--- config.mk ---
export PLATFORM = sky130hd
export DESIGN_NAME = fetch_unit
export DESIGN_NICKNAME = d
export VERILOG_FILES = /design/src/rtl/fetch_unit.sv
export SDC_FILE = /design/constraint.sdc
export NUM_CORES = 1
export LEC_CHECK = 0
export ABC_AREA = 1
export CORE_AREA = 2 2 128 130
export DETAILED_ROUTE_END_ITERATION = 10
export DIE_AREA = 0 0 130 132
export PLACE_DENSITY = 0.84
export SKIP_CTS_REPAIR_TIMING = 1
export SLEW_MARGIN = 20
export SYNTH_ARGS = -nofsm -noshare
export SYNTH_HDL_FRONTEND = slang
export SYNTH_SLANG_ARGS = --single-unit
--- constraint.sdc ---
create_clock -name clk -period 3.78 [get_ports clk]
set_clock_uncertainty 0.2 [all_clocks]
set_input_delay 1.134 -clock clk [delete_from_list [all_inputs] [get_ports clk]]
set_output_delay 1.134 -clock clk [all_outputs]
set_load 0.02 [all_outputs]
--- src/rtl/fetch_unit.sv ---
// rtl/fetch_unit.sv - IF stage: PC, IF/ID register, run-control FSM, optional perf counters (FETCH_PERF_CNT_EN)
module fetch_unit #(
  parameter logic [31:0] RESET_PC = 32'h0000_0000,
  parameter logic [31:0] END_ADDR = 32'h0000_0100
) (
  input  logic        clk,
  input  logic        reset,
  input  logic        start,
  input  logic        stall,
  input  logic        id_jump,
  input  logic        id_beq,
  input  logic        id_bne,
  input  logic        id_equal,
  input  logic [31:0] id_br_target,
  input  logic [31:0] id_j_target,
  output logic [31:0] imem_addr,
  input  logic [31:0] imem_rdata,
  output logic [31:0] pc,
  output logic [31:0] if_id_instr,
  output logic [31:0] if_id_pc4,
  output logic        if_id_valid,
  output logic [1:0]  state,
  output logic [31:0] cnt_fetch,
  output logic [31:0] cnt_flush,
  output logic [31:0] cnt_stall
);

  typedef enum logic [1:0] {
    IDLE   = 2'b00,
    RUN    = 2'b01,
    HALTED = 2'b10
  } fetchState_t;

  fetchState_t curState;
  fetchState_t nextState;

  logic [31:0] pcNext;
  logic [31:0] instrNext;
  logic [31:0] pc4Next;
  logic        validNext;
  logic        fetchLoad;
  logic        flushEv;
  logic        stallEv;

  logic        taken;
  logic [31:0] target;
  logic [31:0] pcPlus4;

  assign imem_addr = pc;
  assign state     = curState;
  assign pcPlus4   = pc + 32'd4;

  // Redirect decision for the instruction in ID; jump wins over branch, targets word-aligned
  always_comb begin
    taken  = id_jump | (id_beq & id_equal) | (id_bne & ~id_equal);
    target = (id_jump ? id_j_target : id_br_target) & 32'hFFFF_FFFC;
  end

  // Next-state and datapath selection: stall > taken > halt check > normal fetch
  always_comb begin
    nextState = curState;
    pcNext    = pc;
    instrNext = if_id_instr;
    pc4Next   = if_id_pc4;
    validNext = if_id_valid;
    fetchLoad = 1'b0;
    flushEv   = 1'b0;
    stallEv   = 1'b0;
    case (curState)
      IDLE: begin
        pcNext    = RESET_PC;
        instrNext = 32'h0;
        pc4Next   = 32'h0;
        validNext = 1'b0;
        if (start) nextState = RUN;
      end
      RUN, HALTED: begin
        if (stall) begin
          stallEv = 1'b1;
        end else if (taken) begin
          flushEv   = 1'b1;
          pcNext    = target;
          instrNext = 32'h0;
          pc4Next   = 32'h0;
          validNext = 1'b0;
          nextState = RUN;
        end else if (curState == RUN && pc < END_ADDR) begin
          fetchLoad = 1'b1;
          instrNext = imem_rdata;
          pc4Next   = pcPlus4;
          validNext = 1'b1;
          pcNext    = pcPlus4;
        end else begin
          // Past end of program, or draining while halted: insert bubbles, hold pc
          instrNext = 32'h0;
          pc4Next   = 32'h0;
          validNext = 1'b0;
          nextState = HALTED;
        end
      end
      default: begin
        nextState = IDLE;
        pcNext    = RESET_PC;
        instrNext = 32'h0;
        pc4Next   = 32'h0;
        validNext = 1'b0;
      end
    endcase
  end

  // State, PC and IF/ID registers
  always_ff @(posedge clk) begin
    if (reset) begin
      curState    <= IDLE;
      pc          <= RESET_PC;
      if_id_instr <= 32'h0;
      if_id_pc4   <= 32'h0;
      if_id_valid <= 1'b0;
    end else begin
      curState    <= nextState;
      pc          <= pcNext;
      if_id_instr <= instrNext;
      if_id_pc4   <= pc4Next;
      if_id_valid <= validNext;
    end
  end

`ifdef FETCH_PERF_CNT_EN
  logic [31:0] fetchCnt;
  logic [31:0] flushCnt;
  logic [31:0] stallCnt;

  // Performance counters, free-running with natural 32-bit wrap
  always_ff @(posedge clk) begin
    if (reset) begin
      fetchCnt <= 32'h0;
      flushCnt <= 32'h0;
      stallCnt <= 32'h0;
    end else begin
      if (fetchLoad) fetchCnt <= fetchCnt + 32'd1;
      if (flushEv)   flushCnt <= flushCnt + 32'd1;
      if (stallEv)   stallCnt <= stallCnt + 32'd1;
    end
  end

  assign cnt_fetch = fetchCnt;
  assign cnt_flush = flushCnt;
  assign cnt_stall = stallCnt;
`else
  logic unusedEvents;
  assign unusedEvents = fetchLoad ^ flushEv ^ stallEv;
  assign cnt_fetch = 32'h0;
  assign cnt_flush = 32'h0;
  assign cnt_stall = 32'h0;
`endif

endmodule
==> results.md <==
- Status: complete, no violations
- Dpl cells: 1122
- Drt first pass iters: 4
- XOR/XNOR Fraction of Synth Area: 1.01%
- Clock slew at reported path FFs: ~0.070 ns
- Worst-skew pair later-pin latency: about 0.35 ns
- Root Driver: clkbuf_16
- Setup Viol. Count Final: 0
- Seq/Total Area, Yosys: 36.9%
- Setup repair after global routing missed its margin: false
- Maximum clock insertion buffer count: 2
- Multiplexer share of the synthesized area: less than 1%
- Commonest non-fill, non-tap cell in the layout: clkdlybuf4s50_1
- Nets: 1025
- Setup total negative slack: 0 ns
- Critical path required time: roughly 3.8 ns
- Hold WC Path Type: reg2reg
- Cells after Synth: between 700 and 800
- Via density per instance: ~4.2
- Initial Util: between 30% and 40%
- Flop2flop setup slack: roughly 1.5 ns
- Final Util: between 40 and 50%
- Overall routing resource usage: between 15 and 20%
- Avg Inst Size Synth: about 7 um^2
- Adder-Cell Fraction of Synth Area: 0.961%
- Shortest period the worst path allows: just under 3 ns
- Peak VDD IR: 0.000233 V
- Yosys warns: 0
- Num rows: between 40 and 50
- Post-DR wirelength/cell: 12.9 um
- CTS tree: done
- Ratio of cells with drive above 1 in the final layout: 5.97%
- Critical Path Sink: imem_addr[2]
- R2R Path End: if_id_instr[0]
- Syn Std Cell Area: between 0.005 and 0.006 mm^2
- Area of the core: 0.0157 mm^2
- PwrDens: 439 mW/mm^2
- TritonCTS Buffers: 9
- Crit path from: id_jump
- Crit end category: flip-flop
- H-tree Lvls: 3
- Die span in x: roughly 130 um
- Worst slew pin tran: between 0.5 and 0.6 ns
- Max Slew Vio Count: 0
- Commonest non-fill, non-tap cells in the layout: clkdlybuf4s50_1 (226), nand2_1 (164), conb_1 (100)
- Synth Area in Compound Gates: 11.9%
- Hpwl dp: 11300 um
- Antenna violations before repair: 1
- Filler-free cell count of the finished design: around 1100
- DRT iter0 DRCs: 226
- Crit-path max FO: 20
- GRT overflow: 0
- Number of I/O pins: between 300 and 400
- Lkg Pwr: about 3 nW
- Port buffer count: about 230
- Number of max-cap violations: 0
- Crit path arrival time: a little under 3 ns
- Pin count of the biggest net entering global routing: 40
- Simple-Gate Fraction of Synth Area: approximately 22%
- Die H: 132 um
- Synth cell types: 33
- Fin. Hold Viols: 0
- Syn-to-layout area delta: 41.3%
- Clk sinks: between 90 and 100
- Tcrit/Tclk final: roughly 78%
- Via Count: 4747
- Slew HR: between 60% and 70%
- CP Launch Type: input pin
- Die area: between 0.015 and 0.02 mm^2
- FF+latch count, synth: 96
- Worst Hold Depth: 2
- DRT antenna net count: 0
- Vias in the first global route: ~4300
- DRC: 0
- Max Clk Rate: 341 MHz
- First-pass GRT wire length: 22300 um
- Routability cong.: a little over 0.8
- Final WL: ~15000 um
- Largest family of logic cells by synthesized area: buffers and inverters
- Worst Setup Path Type: in2reg
- Reg2reg path depth: 9
- Worst r2r src: state[0]
state kept, by name, indices dropped and copies added, names as in the netlist:
name,flops
if_id_valid,1
if_id_instr,32
if_id_pc4,31
state,2
imem_addr,30
cell usage after synthesis:
cell type	count	area (um^2)
a21o_1	2	15.0
a21oi_1	33	165
a21oi_2	2	17.5
a21oi_4	1	16.3
a31o_2	1	8.76
buf_1	3	11.3
buf_2	11	55.1
buf_4	132	991
buf_6	6	67.6
clkbuf_1	12	45.0
conb_1	1	3.75
dfxtp_1	96	1920
ha_1	4	50.1
inv_1	56	210
inv_2	3	11.3
mux2i_1	1	10.0
nand2_1	164	616
nand2_2	1	6.26
nand3_1	13	65.1
nand3_2	1	10.0
nand3b_1	1	7.51
nand4_1	4	25.0
nor2_1	96	360
nor2_2	5	31.3
nor2_4	1	11.3
nor3_1	4	20.0
nor4_1	1	6.26
o21ai_0	57	285
o21ai_1	3	15.0
o21ai_2	10	87.6
o21bai_1	1	7.51
xnor2_1	2	17.5
xor2_1	4	35.0
cells by family (layout without fill, tap and decap cells):
family | count (synthesis) | after routing
mux | 1 | 1
compound gates | 110 | 110
xor+xnor | 6 | 6
flops | 96 | 96
buf+inv | 223 | 314
other cells | 1 | 101
fa+ha+maj | 4 | 4
simple gates | 291 | 291
per-layer routing:
| metal | share of wire, % | vias up | track usage, % |
|---|---|---|---|
| met3 | 6.9 | 12 | 5.36 |
| met5 | 0 | - | 0 |
| met1 | 40 | 2133 | 18.7 |
| met2 | 52 | 202 | 30.5 |
| met4 | 0.93 | 0 | 4.18 |
| li1 | - | 2400 | - |
worst max-delay path: stages:
cell	delay (ns)
clkdlybuf4s50_1	0.45
inv_2	0.09
nand2_1	0.08
nor2_4	0.33
buf_4	0.34
inv_1	0.17
nand2_1	0.08
o21ai_0	0.06
o21ai_0	0.17
nor2_1	0.05
report_power, final:
group          internal [mW]  switching [mW]  leakage [nW]  total [mW]
Combinational          0.475           0.704          2.18        1.18
Clock                  0.456           0.420         0.128       0.876
Sequential              1.08          0.0960         0.776        1.18
Total                   2.01            1.22          3.08        3.23
how the worst min path moves through the flow:
| stage | from | endpoint | slack (ns) |
|---|---|---|---|
| after CTS | if_id_pc4[22] | if_id_pc4[22] | 0.24 |
| final | if_id_pc4[18] | if_id_pc4[18] | 0.24 |
| after global routing | if_id_pc4[14] | if_id_pc4[14] | 0.25 |
| after global placement | if_id_pc4[23] | if_id_pc4[23] | 0.23 |
| after floorplan | if_id_pc4[10] | if_id_pc4[10] | 0.32 |
| after detailed placement | if_id_pc4[22] | if_id_pc4[22] | 0.23 |
through the flow:
stage               power [mW]  hold WS [ns]  worst slack [ns]  instance area (um^2)
floorplan                 2.02         0.321              1.46                  5580
global placement          2.37         0.231             0.502                  7080
detailed placement        2.39         0.233             0.467                  7080
CTS                       3.29         0.244             0.830                  7360
global route              3.45         0.252             0.651                  7360
finish                    3.23         0.242             0.847                  7360
area by class of cell:
class | instances | area (um^2)
sequential | 96 | 1920
timing repair buffer | 239 | 2380
fill | 1566 | 8350
inverter | 59 | 221
multi-input combinational | 512 | 2280
tap | 216 | 270
clock buffer | 10 | 229
clock inverter | 6 | 51.3
antenna | 1 | 2.50
(Power assumes the default switching activity.)
